==> src/rtl/kgp_pkg.sv <==
// kgp_pkg: KGP-RISC datapath constants shared by the register file, ALU and control unit
package kgp_pkg;
    localparam int KGP_DATA_W  = 32;
    localparam int KGP_NREGS   = 32;
    localparam int KGP_ADDR_W  = 5;
    localparam int KGP_PAIR_LO = 19;
    localparam int KGP_PAIR_HI = 20;

    function automatic bit is_pair(input int idx, input int lo, input int hi);
        return idx == lo || idx == hi;
    endfunction
endpackage

==> src/rtl/regfile_rdport.sv <==
// regfile_rdport: one read port with write bypass, r0 masking and busy gating
module regfile_rdport import kgp_pkg::*; #(
    parameter int DATA_W  = KGP_DATA_W,
    parameter int NREGS   = KGP_NREGS,
    parameter int ADDR_W  = KGP_ADDR_W,
    parameter int PAIR_LO = KGP_PAIR_LO,
    parameter int PAIR_HI = KGP_PAIR_HI,
    parameter int ZERO_R0 = 1,
    parameter int BYPASS  = 1
) (
    input  logic [ADDR_W-1:0] raddr,
    input  logic [DATA_W-1:0] regs [NREGS],
    input  logic [NREGS-1:0]  busy,
    input  logic              wren,
    input  logic              wpair,
    input  logic [ADDR_W-1:0] waddr,
    input  logic [DATA_W-1:0] wdata0,
    input  logic [DATA_W-1:0] wdata1,
    output logic [DATA_W-1:0] rdata,
    output logic              rbusy
);
    localparam logic [ADDR_W-1:0] LO = ADDR_W'(PAIR_LO);
    localparam logic [ADDR_W-1:0] HI = ADDR_W'(PAIR_HI);

    logic is_r0;
    logic hit;
    logic fwd;

    always_comb begin
        is_r0 = ZERO_R0 != 0 && raddr == '0;
        hit   = wpair ? (raddr == LO || raddr == HI) : raddr == waddr;
        fwd   = BYPASS != 0 && wren && hit && !is_r0;
        rdata = is_r0 ? '0 : fwd ? ((wpair && raddr == HI) ? wdata1 : wdata0) : regs[raddr];
        rbusy = fwd ? 1'b0 : busy[raddr];
    end
endmodule

==> src/rtl/regfile_mp.sv <==
// regfile_mp: multi-read-port register file with paired lo/hi write, bypass and busy scoreboard
module regfile_mp import kgp_pkg::*; #(
    parameter int DATA_W  = KGP_DATA_W,
    parameter int NREGS   = KGP_NREGS,
    parameter int ADDR_W  = KGP_ADDR_W,
    parameter int NUM_RD  = 2,
    parameter int PAIR_LO = KGP_PAIR_LO,
    parameter int PAIR_HI = KGP_PAIR_HI,
    parameter int ZERO_R0 = 1,
    parameter int BYPASS  = 1
) (
    input  logic                     clk,
    input  logic                     rst_n,
    input  logic [NUM_RD*ADDR_W-1:0] raddr,
    output logic [NUM_RD*DATA_W-1:0] rdata,
    output logic [NUM_RD-1:0]        rbusy,
    input  logic                     wren,
    input  logic                     wpair,
    input  logic [ADDR_W-1:0]        waddr,
    input  logic [DATA_W-1:0]        wdata0,
    input  logic [DATA_W-1:0]        wdata1,
    input  logic                     sb_set,
    input  logic                     sb_pair,
    input  logic [ADDR_W-1:0]        sb_addr,
    output logic                     any_busy
);
    logic [DATA_W-1:0] regs [NREGS];
    logic [NREGS-1:0]  busy;
    logic [NREGS-1:0]  wr_hit;
    logic [NREGS-1:0]  sb_hit;

    // r0 is excluded from both decodes so it never stores data nor goes busy
    for (genvar i = 0; i < NREGS; i++) begin : g_dec
        localparam bit KEEP = !(ZERO_R0 != 0 && i == 0);
        localparam bit PAIR = is_pair(i, PAIR_LO, PAIR_HI);
        assign wr_hit[i] = KEEP && wren && (wpair ? PAIR : waddr == ADDR_W'(i));
        assign sb_hit[i] = KEEP && sb_set && (sb_pair ? PAIR : sb_addr == ADDR_W'(i));
    end

    // set wins over a same-cycle clearing write
    always_ff @(posedge clk or negedge rst_n) begin
        if (!rst_n) begin
            busy <= '0;
            for (int j = 0; j < NREGS; j++) regs[j] <= '0;
        end else begin
            busy <= sb_hit | (busy & ~wr_hit);
            for (int j = 0; j < NREGS; j++)
                if (wr_hit[j]) regs[j] <= (wpair && j == PAIR_HI) ? wdata1 : wdata0;
        end
    end

    for (genvar k = 0; k < NUM_RD; k++) begin : g_rd
        regfile_rdport #(
            .DATA_W (DATA_W),
            .NREGS  (NREGS),
            .ADDR_W (ADDR_W),
            .PAIR_LO(PAIR_LO),
            .PAIR_HI(PAIR_HI),
            .ZERO_R0(ZERO_R0),
            .BYPASS (BYPASS)
        ) u_port (
            .raddr (raddr[k*ADDR_W +: ADDR_W]),
            .regs  (regs),
            .busy  (busy),
            .wren  (wren),
            .wpair (wpair),
            .waddr (waddr),
            .wdata0(wdata0),
            .wdata1(wdata1),
            .rdata (rdata[k*DATA_W +: DATA_W]),
            .rbusy (rbusy[k])
        );
    end

    assign any_busy = |busy;
endmodule
==> config.mk <==
export PLATFORM = sky130hd
export DESIGN_NAME = regfile_mp
export DESIGN_NICKNAME = d
export VERILOG_FILES = /design/src/rtl/kgp_pkg.sv /design/src/rtl/regfile_rdport.sv /design/src/rtl/regfile_mp.sv
export SDC_FILE = /design/constraint.sdc
export NUM_CORES = 2
export LEC_CHECK = 0
export CORE_MARGIN = 8
export CORE_UTILIZATION = 35
export CTS_BUF_LIST = sky130_fd_sc_hd__clkbuf_4 sky130_fd_sc_hd__clkbuf_8 sky130_fd_sc_hd__clkbuf_16
export CTS_CLUSTER_SIZE = 12
export DETAILED_ROUTE_END_ITERATION = 10
export PLACE_DENSITY_LB_ADDON = 0.2
export SETUP_SLACK_MARGIN = 0.4
export SLEW_MARGIN = 5
export SYNTH_ARGS = -nofsm -noshare
export SYNTH_HDL_FRONTEND = slang
export SYNTH_SLANG_ARGS = --single-unit
==> constraint.sdc <==
create_clock -name clk -period 7.72 [get_ports clk]
set_clock_uncertainty 0.1 [all_clocks]
set_input_delay 1.158 -clock clk [delete_from_list [all_inputs] [get_ports clk]]
set_output_delay 1.158 -clock clk [all_outputs]
set_load 0.02 [all_outputs]
==> results.toml <==
[clock_network]
clk-insertion-delay-late_ns = 0.72
postCtsHoldBufs = 0
clkSinkCount = 1023
clk_pin_slew_worst_paths_ns = 0.06
cts_tree = "built"
cts_buffers = 111
root_buffer = "clkbuf_16"
cts.path.max_buffers = 3
cts_setup_buffers = 0
ctsResizeCount = 0
ctsHtreeMaxLevel = 3

[logic_synthesis]
synth_top_cell_area_share_pct = 45.3
yosysWarnings = 0
synth.ff_latch_count = 1023
synth_area_leaders = "dfrtp_1 45%, mux2_2 21%, mux4_2 15%"
ys_seq_area_share_pct = 45.3
yosysUniqueCellTypes = 57
ys.flop_type = "dfrtp_1"
postSynthCellCount = 4125
syn_area_mm2 = 0.0565
synth-edff-count = 0
avgSynthCellArea_um2 = 13.7
yosys.area.top_type = "dfrtp_1"
syn-num-nets = 4215
async_flop_share_pct = 100

[sta]
period_minus_slack_ns = 6.72
rsz0062_at_grt = "no"
final.setup.tns_ns = 0
worst_slew_pin_slew_ns = 1.33
finalSetupViolCount = 0
slew_headroom_pct = 11.2
slew_violations = 0
period_share_pct = 87.0
max_freq_mhz = 149
finalHoldViolCount = 0

[worst_setup_path]
critPathKind = "input port to output pin"
crit_buf_inv = 3
slowest_stage = "clkdlybuf4s50_1"
worstPathMaxFanout = 24
cp-start-kind = "input port"
critPathMaxStageDelay_ns = 1.15
cp_top_family = "buffers and inverters"
cp.arrival_ns = 5.46
required_ns = 6.46
cp_cell_sequence = "clkdlybuf4s50_1 -> or2_2 -> o41ai_2 -> nor2_4 -> buf_4 -> mux2i_1 -> clkdlybuf4s50_1"
cpMostUsedCell = "clkdlybuf4s50_1"
r2r_slack_ns = 6.81
cp-end-kind = "output pin"

[final_layout]
fillers = 15074
drive_gt1_share_pct = 44.6
area_growth_pct = 13.3
seq_area_mm2 = 0.0256
multi_input_area_mm2 = 0.0290
nNetsFinal = 4170
final_core_util_pct = 39.9

[min_path]
min_path_type = "input port to asynchronous set/reset pin"

[route]
ant_nets = 0
wl_per_cell_um = 32.6
remaining_drc_errors = 0
drt_wl_total_um = 207000
drt-initial-drc-count = 3471
viasPerCell = 6.07
firstDrtPassIters = 5
num_vias = 38437

[power]
ir_drop_mv = 0.172
p_total_mw = 15.1
p_leak_nw = 27.6
power_density_mw_per_mm2 = 236

[grt]
grt_pass1_vias = 39380
grt_pass1_wl_um = 301000
grt_overflow = 0
antenna_found_initial = 12
grt_max_degree = 155
grt_usage_pct = 23.3

[place]
dp_hpwl_um = 125000
globalplace.congestion = 0.823
port_buffers = 156

[floorplan]
chipHeight_um = 418
io_pins = 157
core_mm2 = 0.161
start_util_pct = 35.2
die_x_um = 418
die-area_mm2 = 0.175
fp-row-count = 147

[outcome]
outcome = "finished, final reports clean"

[run]
cap_violations = 0
==> layer usage <==
layer	track usage [%]	up-vias	share of wire, %
met5	0	-	0.0063
met4	8.42	2	4.1
met3	4.83	380	6.7
met2	36.3	1375	46
met1	32.3	20900	43
li1	-	15780	-
==> synthesized netlist by cell type, types with 16 or more instances <==
master and n:
nand3_1 37, mux2i_1 213, buf_1 37, mux4_2 383
nand2b_1 61, nor2b_1 31, a221oi_1 67, dfrtp_1 1023
nor2_1 103, a211oi_1 30, nor3_1 60, a221o_1 32
a22oi_1 58, a2111oi_0 16, a22o_1 32, buf_4 58
clkbuf_1 205, o21ai_0 36, o22ai_1 72, inv_1 20
mux2_2 1072, buf_2 145, nand2_1 121, a32oi_1 16
a21oi_1 91
==> final cells by class <==
class                           count  area share (%)
Clock buffer                      169            5.45
Sequential cell                  1023            39.9
Antenna cell                        8          0.0312
Clock inverter                     32           0.595
Multi-Input combinational cell   2633            45.3
Inverter                           20           0.117
Timing Repair Buffer              291            4.35
Tap cell                         2160            4.22
==> layout by cell type (no fill, tap or decap), drive strengths merged, types with 31 or more instances in the layout <==
cell type / n
a21oi: 91
a221o: 32
a221oi: 67
a22o: 32
a22oi: 58
buf: 146
clkbuf: 169
clkdlybuf4s50: 145
dfrtp: 1023
mux2: 1072
mux2i: 213
mux4: 383
nand2: 121
nand2b: 61
nand3: 37
nor2: 104
nor2b: 31
nor3: 60
o21ai: 37
o22ai: 72
==> cells by family (layout without fill, tap and decap cells) <==
kind of cell | Yosys count | after routing | synth area share, %
xor gates and xnor gates | 10 | 10 | 0.155
other | 0 | 8 | 0
and+or+nand+nor | 454 | 454 | 3.89
muxes | 1668 | 1668 | 40.4
buffers and inverters | 469 | 512 | 3.87
DFF | 1023 | 1023 | 45.3
AOI/OAI and AO/OA | 501 | 501 | 6.44
==> per-stage QoR <==
stage / hold WS (ns) / cells / setup WS, ns / area [um2]
after CTS: 0.382 / 6328 / 1.04 / 64100
after global placement: 0.401 / 6127 / 1.23 / 60200
after global routing: 0.413 / 6331 / 0.952 / 64100
after floorplan: 0.381 / 4125 / 3.58 / 56500
after detailed placement: 0.410 / 6127 / 1.05 / 60200
final: 0.390 / 6336 / 1.00 / 64100
==> where the power goes <==
| group | leakage (nW) | internal, mW | switching (mW) | total [mW] |
|---|---|---|---|---|
| Clock | 1.96 | 3.37 | 2.33 | 5.70 |
| Combinational | 12.2 | 1.49 | 1.30 | 2.79 |
| Sequential | 13.4 | 6.09 | 0.535 | 6.63 |
| Total | 27.6 | 11.0 | 4.17 | 15.1 |
==> path summary, 6_finish.rpt <==
| path | from | endpoint | cells after the start |
|---|---|---|---|
| setup / recovery | raddr[3] | rdata[1] | 7 |
| hold / removal | rst_n | busy[17]$_DFF_PN0_ | 1 |
| setup reg to reg | regs[940]$_DFFE_PN0P_ | regs[940]$_DFFE_PN0P_ | 1 |
| hold reg to reg | regs[441]$_DFFE_PN0P_ | regs[441]$_DFFE_PN0P_ | 1 |
| max in group asynchronous | rst_n | regs[454]$_DFFE_PN0P_ | 3 |
| min in group clk | regs[441]$_DFFE_PN0P_ | regs[441]$_DFFE_PN0P_ | 1 |
==> sequential cells by signal, indices dropped and copies added, names as in the netlist <==
signal / cells
busy: 31
regs: 992
Note: power is estimated with default switching activity, not from simulation.
